File: src/rtl/pi_error_ramp_pkg.sv
// Shared constants, FSM encoding and float compare helper for pi_error_ramp.
// Defines the SINGLE width macro used by the other pi_error_ramp files.
`define SINGLE 32

package pi_error_ramp_pkg;

   localparam logic [`SINGLE-1:0] FP_ZERO = 32'h0000_0000;
   localparam logic [`SINGLE-1:0] FP_ONE  = 32'h3F80_0000;

   typedef enum logic [2:0] {
      ST_IDLE   = 3'd0,
      ST_RSTEP  = 3'd1,
      ST_RWAIT  = 3'd2,
      ST_RCLAMP = 3'd3,
      ST_ESUB   = 3'd4,
      ST_EWAIT  = 3'd5,
      ST_DONE   = 3'd6
   } state_t;

   // Sign-magnitude a > b on raw IEEE754 bits; +0 and -0 compare equal.
   function automatic logic fp_gt(input logic [`SINGLE-1:0] a, input logic [`SINGLE-1:0] b);
      logic a_zero;
      logic b_zero;
      a_zero = (a[30:0] == 31'd0);
      b_zero = (b[30:0] == 31'd0);
      if (a_zero && b_zero) begin
         fp_gt = 1'b0;
      end else if (a[31] != b[31]) begin
         fp_gt = b[31];
      end else if (a[31] == 1'b0) begin
         fp_gt = (a[30:0] > b[30:0]);
      end else begin
         fp_gt = (a[30:0] < b[30:0]);
      end
   endfunction

endpackage

File: src/rtl/pi_err_addsub.sv
// Operand mux plus pipelined single-precision adder with add/sub select.
// The sum and a valid flag travel together through ADD_LAT register stages.
module pi_err_addsub
   import pi_error_ramp_pkg::*;
#(
   parameter int ADD_LAT = 7
) (
   input  logic               clk,
   input  logic               rst,
   input  logic               flush_i,
   input  logic               issue_i,
   input  logic               sel_err_i,
   input  logic               sub_i,
   input  logic [`SINGLE-1:0] ref_i,
   input  logic [`SINGLE-1:0] step_i,
   input  logic [`SINGLE-1:0] meas_i,
   output logic [`SINGLE-1:0] sum_o,
   output logic               valid_o
);

   // Round-to-nearest-even float add; NaN/Inf and exponent overflow are not handled.
   function automatic logic [`SINGLE-1:0] fp_add(input logic [`SINGLE-1:0] a, input logic [`SINGLE-1:0] b);
      logic [31:0] big, sml;
      logic [8:0]  eb, es, diff, er;
      logic [26:0] mb, ms, mask, norm;
      logic [27:0] sum;
      logic [4:0]  lz;
      logic        sticky, rnd;
      logic [30:0] mag;
      if (a[30:0] >= b[30:0]) begin big = a; sml = b; end
      else begin big = b; sml = a; end
      eb = (big[30:23] == 8'd0) ? 9'd1 : {1'b0, big[30:23]};
      es = (sml[30:23] == 8'd0) ? 9'd1 : {1'b0, sml[30:23]};
      mb = {(big[30:23] != 8'd0), big[22:0], 3'b000};
      ms = {(sml[30:23] != 8'd0), sml[22:0], 3'b000};
      diff = eb - es;
      if (diff > 9'd26) begin
         sticky = |ms;
         ms = 27'd0;
      end else begin
         mask = (27'd1 << diff[4:0]) - 27'd1;
         sticky = |(ms & mask);
         ms = ms >> diff[4:0];
      end
      ms[0] = ms[0] | sticky;
      if (big[31] == sml[31]) sum = {1'b0, mb} + {1'b0, ms};
      else sum = {1'b0, mb} - {1'b0, ms};
      lz = 5'd0;
      for (int i = 0; i < 27; i++) begin
         if (sum[i]) lz = 5'(26 - i);
      end
      if (sum[27]) begin
         norm = {sum[27:2], sum[1] | sum[0]};
         er = eb + 9'd1;
      end else if (eb > {4'd0, lz}) begin
         norm = sum[26:0] << lz;
         er = eb - {4'd0, lz};
      end else begin
         // Result is subnormal: shift only as far as the minimum exponent allows.
         norm = sum[26:0] << (eb[4:0] - 5'd1);
         er = 9'd0;
      end
      rnd = norm[2] & (norm[1] | norm[0] | norm[3]);
      mag = {er[7:0], norm[25:3]} + {30'd0, rnd};
      if (sum == 28'd0) fp_add = FP_ZERO;
      else fp_add = {big[31], mag};
   endfunction

   logic [`SINGLE-1:0] opb_s;
   logic [`SINGLE-1:0] sum_s;
   logic [`SINGLE-1:0] data_q [ADD_LAT];
   logic [ADD_LAT-1:0] vld_q;

   // Second operand select and sign flip for subtraction.
   always_comb begin
      opb_s = (sel_err_i ? meas_i : step_i) ^ {sub_i, 31'd0};
      sum_s = fp_add(ref_i, opb_s);
   end

   // Latency pipeline; a flush drops any in-flight result.
   always_ff @(posedge clk or negedge rst) begin
      if (!rst) begin
         vld_q <= '0;
         for (int i = 0; i < ADD_LAT; i++) data_q[i] <= FP_ZERO;
      end else if (flush_i) begin
         vld_q <= '0;
         for (int i = 0; i < ADD_LAT; i++) data_q[i] <= FP_ZERO;
      end else begin
         data_q[0] <= sum_s;
         vld_q[0]  <= issue_i;
         for (int i = 1; i < ADD_LAT; i++) begin
            data_q[i] <= data_q[i-1];
            vld_q[i]  <= vld_q[i-1];
         end
      end
   end

   assign sum_o   = data_q[ADD_LAT-1];
   assign valid_o = vld_q[ADD_LAT-1];

endmodule

File: src/rtl/pi_error_ramp.sv
// PI front end: per control period, step ref_ramped toward ref_target, then x = ref_ramped - meas.
// Build option PI_REF_RAMP_EN enables the bounded ramp; without it ref_ramped follows ref_target.
module pi_error_ramp
   import pi_error_ramp_pkg::*;
#(
   parameter int                 ADD_LAT  = 7,
   parameter logic [`SINGLE-1:0] STEP     = 32'h3DCC_CCCD,
   parameter logic [`SINGLE-1:0] REF_INIT = 32'h0000_0000
) (
   input  logic               clk,
   input  logic               rst,
   input  logic               rst_user,
   input  logic               sta,
   input  logic [`SINGLE-1:0] ref_target,
   input  logic [`SINGLE-1:0] meas,
   output logic [`SINGLE-1:0] x,
   output logic               sta_out,
   output logic [`SINGLE-1:0] ref_ramped,
   output logic               busy
);

   localparam int CW = (ADD_LAT > 1) ? $clog2(ADD_LAT) : 1;

   state_t             state_q, state_d;
   logic [CW-1:0]      cnt_q, cnt_d;
   logic [`SINGLE-1:0] meas_q, meas_d, ref_q, ref_d, x_q, x_d, res_q, sum_s;
   logic               sta_out_q, sta_out_d, busy_q, busy_d;
   logic               issue_s, sel_err_s, sub_s, add_vld_s;
`ifdef PI_REF_RAMP_EN
   logic [`SINGLE-1:0] tgt_q, tgt_d;
   logic               dir_up_q, dir_up_d, pass_s, eq_s;
`endif

   pi_err_addsub #(.ADD_LAT(ADD_LAT)) u_addsub (
      .clk       (clk),
      .rst       (rst),
      .flush_i   (rst_user),
      .issue_i   (issue_s),
      .sel_err_i (sel_err_s),
      .sub_i     (sub_s),
      .ref_i     (ref_q),
      .step_i    (STEP),
      .meas_i    (meas_q),
      .sum_o     (sum_s),
      .valid_o   (add_vld_s)
   );

   // Next-state and datapath control.
   always_comb begin
      state_d   = state_q;
      cnt_d     = cnt_q;
      meas_d    = meas_q;
      ref_d     = ref_q;
      x_d       = x_q;
      sta_out_d = 1'b0;
      issue_s   = 1'b0;
      sel_err_s = 1'b0;
      sub_s     = 1'b0;
`ifdef PI_REF_RAMP_EN
      tgt_d    = tgt_q;
      dir_up_d = dir_up_q;
      pass_s   = dir_up_q ? fp_gt(res_q, tgt_q) : fp_gt(tgt_q, res_q);
      eq_s     = !fp_gt(tgt_q, ref_q) && !fp_gt(ref_q, tgt_q);
`endif
      if (rst_user) begin
         state_d = ST_IDLE;
         cnt_d   = '0;
         ref_d   = REF_INIT;
         x_d     = FP_ZERO;
      end else begin
         case (state_q)
            ST_IDLE: begin
               if (sta) begin
                  meas_d = meas;
`ifdef PI_REF_RAMP_EN
                  tgt_d    = ref_target;
                  dir_up_d = fp_gt(ref_target, ref_q);
                  state_d  = ST_RSTEP;
`else
                  ref_d   = ref_target;
                  state_d = ST_ESUB;
`endif
               end else begin
                  state_d = ST_IDLE;
               end
            end
`ifdef PI_REF_RAMP_EN
            ST_RSTEP: begin
               issue_s = 1'b1;
               sub_s   = ~dir_up_q;
               cnt_d   = '0;
               state_d = ST_RWAIT;
            end
            ST_RWAIT: begin
               if (cnt_q == CW'(ADD_LAT - 1)) state_d = ST_RCLAMP;
               else cnt_d = cnt_q + CW'(1);
            end
            ST_RCLAMP: begin
               // The equal case still runs the step so latency never depends on data.
               if (pass_s || eq_s) ref_d = tgt_q;
               else ref_d = res_q;
               state_d = ST_ESUB;
            end
`endif
            ST_ESUB: begin
               issue_s   = 1'b1;
               sel_err_s = 1'b1;
               sub_s     = 1'b1;
               cnt_d     = '0;
               state_d   = ST_EWAIT;
            end
            ST_EWAIT: begin
               if (cnt_q == CW'(ADD_LAT - 1)) state_d = ST_DONE;
               else cnt_d = cnt_q + CW'(1);
            end
            ST_DONE: begin
               x_d       = res_q;
               sta_out_d = 1'b1;
               state_d   = ST_IDLE;
            end
            default: state_d = ST_IDLE;
         endcase
      end
      busy_d = (state_d != ST_IDLE) || sta_out_d;
   end

   // FSM, counter and output registers.
   always_ff @(posedge clk or negedge rst) begin
      if (!rst) begin
         state_q   <= ST_IDLE;
         cnt_q     <= '0;
         meas_q    <= FP_ZERO;
         ref_q     <= REF_INIT;
         x_q       <= FP_ZERO;
         sta_out_q <= 1'b0;
         busy_q    <= 1'b0;
      end else begin
         state_q   <= state_d;
         cnt_q     <= cnt_d;
         meas_q    <= meas_d;
         ref_q     <= ref_d;
         x_q       <= x_d;
         sta_out_q <= sta_out_d;
         busy_q    <= busy_d;
      end
   end

   // Hold the latest adder result for the clamp and DONE states.
   always_ff @(posedge clk or negedge rst) begin
      if (!rst) res_q <= FP_ZERO;
      else if (rst_user) res_q <= FP_ZERO;
      else if (add_vld_s) res_q <= sum_s;
      else res_q <= res_q;
   end

`ifdef PI_REF_RAMP_EN
   // Target and step direction of the operation in flight.
   always_ff @(posedge clk or negedge rst) begin
      if (!rst) begin
         tgt_q    <= FP_ZERO;
         dir_up_q <= 1'b0;
      end else begin
         tgt_q    <= tgt_d;
         dir_up_q <= dir_up_d;
      end
   end
`endif

   assign x          = x_q;
   assign sta_out    = sta_out_q;
   assign ref_ramped = ref_q;
   assign busy       = busy_q;

endmodule

File: config.mk
export PLATFORM = sky130hd
export DESIGN_NAME = pi_error_ramp
export DESIGN_NICKNAME = d
export VERILOG_FILES = /design/src/rtl/pi_error_ramp_pkg.sv /design/src/rtl/pi_err_addsub.sv /design/src/rtl/pi_error_ramp.sv
export SDC_FILE = /design/constraint.sdc
export NUM_CORES = 1
export LEC_CHECK = 0
export CORE_MARGIN = 2
export CORE_UTILIZATION = 30
export DETAILED_ROUTE_END_ITERATION = 10
export PLACE_DENSITY = 0.57
export SYNTH_ARGS = -nofsm -noshare
export SYNTH_HDL_FRONTEND = slang
export SYNTH_SLANG_ARGS = --single-unit
File: constraint.sdc
create_clock -name clk -period 34 [get_ports clk]
set_input_delay 6.8 -clock clk [delete_from_list [all_inputs] [get_ports clk]]
set_output_delay 6.8 -clock clk [all_outputs]
set_load 0.01 [all_outputs]
==> results of run 1 <==
==> worst paths after layout <==
check	from	end	slack, ns	cells past startpoint
min in group asynchronous	rst	ref_ramped[12]	6.24	1
max	rst_user	u_addsub.data_q[222]	8.41	64
max reg2reg	state_q[1]	u_addsub.data_q[222]	14.74	62
max in group asynchronous	rst	u_addsub.data_q[50]	25.02	4
min	u_addsub.data_q[95]	u_addsub.data_q[63]	0.45	1
min reg2reg	u_addsub.data_q[95]	u_addsub.data_q[63]	0.45	1
==> cell type report <==
class / count / share of cell area
multi-input cells: 2186 / 0.515
repair buffers: 176 / 0.0591
well taps: 1070 / 0.0472
clock inverters: 17 / 0.00861
clock buffers: 45 / 0.0336
diodes: 2 / 0.000177
flip-flops and latches: 367 / 0.324
inverters: 88 / 0.0117
==> stage by stage <==
stage | util | std cells | power, mW | hold slack, ns
6_report | 0.345 | 3951 | 1.44 | 0.446
5_1_grt | 0.345 | 3949 | 1.51 | 0.465
4_1_cts | 0.345 | 3949 | 1.44 | 0.452
3_5_place_dp | 0.331 | 3887 | 1.02 | 0.446
3_3_place_gp | 0.331 | 3887 | 1.03 | 0.440
2_1_floorplan | - | 2829 | 0.846 | 0.439
==> per-layer routing <==
metal / part of all wire / up-vias / GRT usage / wire length [um]
met5: 0 / - / 0 / 0
met1: 0.45 / 10800 / 0.274 / 38200
met2: 0.43 / 1024 / 0.293 / 36400
li1: - / 10300 / - / -
met3: 0.085 / 203 / 0.0344 / 7220
met4: 0.037 / 0 / 0.0694 / 3180
==> registers in the layout, summed over array words and instances, names as in the netlist <==
name / cells
u_addsub.data_q: 192
meas_q: 32
ref_ramped: 32
res_q: 32
u_addsub.sum_o: 32
x: 32
u_addsub.vld_q: 7
cnt_q: 3
state_q: 3
busy: 1
sta_out: 1
==> cell usage after synthesis, types with 24 or more instances <==
cell type  instances
clkbuf_1         129
o21ai_0          151
nand3_1           64
o211ai_1          37
inv_1             83
nor4_1            32
nand4_1           32
nand2b_1          24
or3_1             25
nor2_1           234
a22o_1            36
dfrtp_1          367
mux2_2            53
a31oi_1           30
nor3_1            76
xnor2_1           29
mux2i_1           84
nor2b_1          221
nand2_1          291
a21oi_1          185
a21o_1            24
a211oi_1          39
ha_1              98
==> power groups by stage <==
| stage | Clock [mW] | Combinational (mW) | Sequential (mW) |
|---|---|---|---|
| after CTS | 0.421 | 0.530 | 0.487 |
| after global placement | 0 | 0.534 | 0.496 |
| after floorplan | 0 | 0.363 | 0.483 |
| after detailed placement | 0 | 0.527 | 0.495 |
| after global routing | 0.439 | 0.585 | 0.490 |
| final | 0.408 | 0.545 | 0.488 |
==> cell families (layout without fill, tap and decap cells) <==
kind of cell | count (synthesis) | after routing | synth area share
AND/OR/NAND/NOR | 1118 | 1118 | 0.230
AO/OA/AOI/OAI | 770 | 770 | 0.214
flip-flops | 367 | 367 | 0.369
buffers and inverters | 276 | 326 | 0.0479
multiplexers | 153 | 153 | 0.0718
adder cells (fa/ha/maj) | 101 | 101 | 0.0513
XOR/XNOR | 44 | 44 | 0.0161
other | 0 | 2 | 0
==> critical path, delay by kind of cell <==
family	cells	cell delay, ns
AOI/OAI and AO/OA	25	7.17
xor gates and xnor gates	1	0.52
adders and majority gates	5	1.51
buffers and inverters	12	4.13
muxes	2	0.89
and+or+nand+nor	19	4.84
==> flow_summary.ini, run 1 <==
[setup_path]
critical_path.max_stage_delay_ns = 0.87
arrival_ns = 26.04
slowest_stage = o41ai_2
crit_fanout = 101
start_kind = primary input
crit_type = in -> reg
cp.required_ns = 34.44
crit_path_frequent_cell = buf_4
worst_setup_path_end_kind = flip-flop

[placement]
place.gp.congestion = 1.00
post_dp_cell_area_um2 = 27100
pre_cts_slack_ns = 8.27
dpl.hpwl_um = 62100
port_buffers = 133

[grt]
grt_pass1_wl_um = 130000
antenna_found_initial = 0
first_global_vias = 21100
track_usage = 0.193
grt_remaining_overflow = 0
grt_max_degree = 149

[clocking]
cts_root_buf = clkbuf_16
numCtsBuffers = 35
cts_setup_buffers = 0
clkSlewWorstSetupHoldPaths_ns = 0.07
cts_sinks = 367
hold_buffers = 0
insertion_delay_ns = 0.54
clk_path_buf_depth = 3
cts_tree = built
cts_resized = 0
h-tree-depth = 2

[floorplanning]
num_rows = 105
die_w_um = 292
initial_utilization = 0.303
core-area_um2 = 82100
die_h_um = 292
ios = 134
die-area_um2 = 85300

[finish]
fin_nets = 3022
layout_common_cells = dfrtp_1 (366), nand2_1 (291), nor2_1 (233), nor2b_1 (221), a21oi_1 (185)
finish.instance_area_um2 = 28300
area_growth_syn_to_layout_pct = 13.8
regArea_um2 = 9190
final_common_cell = dfrtp_1
drive_above_1_share = 0.0931
fillers = 8428
multi_input_area_um2 = 14600

[timing]
timing.final.max_slew_violations = 0
fin_crit_ns = 25.59
slew_headroom = 0.140
hold_violations = 0
worst_slack_ns = 8.41
fmax_mhz = 39.1
finClkSkew_ns = 0.0156
setup_viol = 0
grt_setup_unrepaired = false
worst_slew_pin_slew_ns = 1.28
tns_ns = 0
layout_worst_path_cycle_share = 0.753

[run]
maxCapViolations = 0

[detailed_routing]
routed_via_density = 5.64
first_pass_iters = 9
route.detailed.wl_per_inst_um = 21.5
wirelength_um = 84900
via_count = 22300
first_iter_violations = 2399
drc_errors = 0
ant_nets = 0

[synthesis]
synth_top_area_share = 0.369
synth_seq_cells = 367
synth-edff-count = 0
synth.distinct_cells = 124
synth_top_area_cell = dfrtp_1
synth_nets = 2997
seq_area_frac_synth = 0.369
synth_area_um2 = 24900
ys_top_cells_by_area = dfrtp_1 (37%), nor2b_1 (5.6%), ha_1 (4.9%)
dominantRegCellSynth = dfrtp_1
postSynthAreaPerCell_um2 = 8.80
syn-instance-count = 2829
ys_warn_count = 0
ys_async_sr_fraction = 1.00

[power]
p_comb_frac = 0.378
p_int_mw = 0.883
swShare = 0.387
p_sw_mw = 0.557
peakVddDrop_uv = 31.9
seqPwrFrac = 0.339
power.share.clock = 0.283
pwr_density_cell_nw_per_um2 = 50.8
p_leak_nw = 11.8

[outcome]
status = complete, no violations

[hold_path]
hp-class = reg -> reg
Note: power is estimated with default switching activity, not from simulation.
==> run 2: changes to the inputs <==
Clock period 34 ns to 24 ns, I/O delays scaled along.
==> run 2 against run 1 <==
Against the previous run: combinational power up 43%; largest cell class unchanged; worst setup slack worse by 6.9 ns; flip-flop and latch count unchanged; critical path depth down 1; largest power group unchanged; critical endpoint is now u_addsub.data_q[216]; design area up 0.20%; clock skew up 0.011 ns; via count up 0.26%.
==> flow_summary.ini, run 2 (synthesized netlist as in run 1, its figures left out) <==
[run]
maxCapViolations = 0

[finish]
largest_reg_flops = 192
drive_above_1_share = 0.0984
area_growth_syn_to_layout_pct = 14.1
fin_cells = 3968
fin_nets = 3039
finish.instance_area_um2 = 28400
final_common_cell = dfrtp_1
layout_common_cells = dfrtp_1 (366), nand2_1 (291), nor2_1 (233), nor2b_1 (221), a21oi_1 (185)
regMostFlops = u_addsub.data_q

[timing]
grt_setup_unrepaired = false
slew_headroom = 0.213
fmax_mhz = 44.5
fin_crit_ns = 22.48
worst_slew_pin_slew_ns = 1.17
layout_worst_path_cycle_share = 0.936
tns_ns = 0
timing.final.max_slew_violations = 0
setup_viol = 0
hold_violations = 0
finClkSkew_ns = 0.0262

[setup_path]
arrival_ns = 22.89
critical_path.max_stage_delay_ns = 0.75
crit_fanout = 109
cp.required_ns = 24.42
start_kind = primary input
crit_buf_inv = 10
worst_setup_path_end_kind = flip-flop
critPathTopFamily = simple AND/OR/NAND/NOR gates
crit_type = in -> reg
slowest_stage = nor3_2

[detailed_routing]
first_pass_iters = 8
routed_via_density = 5.63
via_count = 22400
first_iter_violations = 2383
ant_nets = 0
wirelength_um = 84900
route.detailed.wl_per_inst_um = 21.4
drc_errors = 0

[power]
seqPwrFrac = 0.341
p_sw_mw = 0.797
pwr_density_cell_nw_per_um2 = 71.3
total_power_mw = 2.03
peakVddDrop_uv = 49.9
p_comb_frac = 0.386
swShare = 0.394
p_leak_nw = 11.9
p_int_mw = 1.23
power.share.clock = 0.272

[placement]
place.gp.congestion = 1.01
post_dp_cell_area_um2 = 27200
place_inst = 3903
dpl.hpwl_um = 63100
port_buffers = 133

[grt]
grt_pass1_wl_um = 131000
first_global_vias = 21100
grt_max_degree = 110
track_usage = 0.194
grt_remaining_overflow = 0
antenna_found_initial = 2

[clocking]
clkSlewWorstSetupHoldPaths_ns = 0.06
numCtsBuffers = 36
insertion_delay_ns = 0.55
cts_tree = built
clk_path_buf_depth = 3
cts_root_buf = clkbuf_16
h-tree-depth = 2
hold_buffers = 0
cts_sinks = 367
cts_resized = 0
cts_setup_buffers = 0

[floorplanning]
num_rows = 105
core-area_um2 = 82100
die_h_um = 292
initial_utilization = 0.303
ios = 134
die_w_um = 292
die-area_um2 = 85300

[hold_path]
hp-class = reg -> reg

[outcome]
status = complete, no violations
-- run 2: power by group through the flow --
stage | sequential, mW | clock (mW) | combinational [mW]
final | 0.692 | 0.552 | 0.782
after global routing | 0.694 | 0.594 | 0.833
after CTS | 0.691 | 0.572 | 0.758
after detailed placement | 0.702 | 0 | 0.754
after global placement | 0.702 | 0 | 0.765
after floorplan | 0.685 | 0 | 0.514
-- run 2: through the flow --
stage / hold slack (ns) / setup WS [ns] / util
after floorplan: 0.439 / 3.44 / -
after global placement: 0.440 / 1.36 / 0.332
after detailed placement: 0.446 / 1.37 / 0.332
after CTS: 0.442 / 1.90 / 0.346
after global routing: 0.470 / 0.247 / 0.346
final: 0.437 / 1.52 / 0.346
-- run 2: worst reg2reg max path, delay by kind of cell (launching register included) --
family,cells,cell delay (ns)
compound gates,22,6.51
xor+xnor,1,0.37
fa+ha+maj,5,1.39
buf+inv,9,2.36
flops,1,0.46
mux,1,0.37
simple gates,24,6.67
-- run 2: layout make-up --
| cell class | count | area (um^2) |
|---|---|---|
| well taps | 1070 | 1340 |
| repair buffers | 192 | 1780 |
| diodes | 1 | 2.50 |
| inverters | 88 | 332 |
| flip-flops and latches | 367 | 9190 |
| fillers | 8451 | 53700 |
| clock inverters | 16 | 154 |
| multi-input cells | 2186 | 14600 |
| clock buffers | 48 | 996 |
-- run 2: routing by layer --
| metal | vias up | part of all wire | GRT usage |
|---|---|---|---|
| met2 | 1042 | 0.43 | 0.291 |
| met4 | 0 | 0.032 | 0.0639 |
| met3 | 172 | 0.089 | 0.0381 |
| met1 | 10800 | 0.45 | 0.277 |
| li1 | 10300 | - | - |
| met5 | - | 0 | 0 |
-- run 2: worst paths after layout --
path,cells after the start,startpoint,end,slack [ns]
worst max register to register,62,state_q[1],u_addsub.data_q[216],5.75
max in group asynchronous,3,rst,u_addsub.data_q[108],17.48
worst min register to register,1,u_addsub.data_q[96],u_addsub.data_q[64],0.44
worst max-delay path,63,rst_user,u_addsub.data_q[216],1.52
worst min-delay path,1,u_addsub.data_q[96],u_addsub.data_q[64],0.44
min in group asynchronous,1,rst,ref_ramped[13],4.27
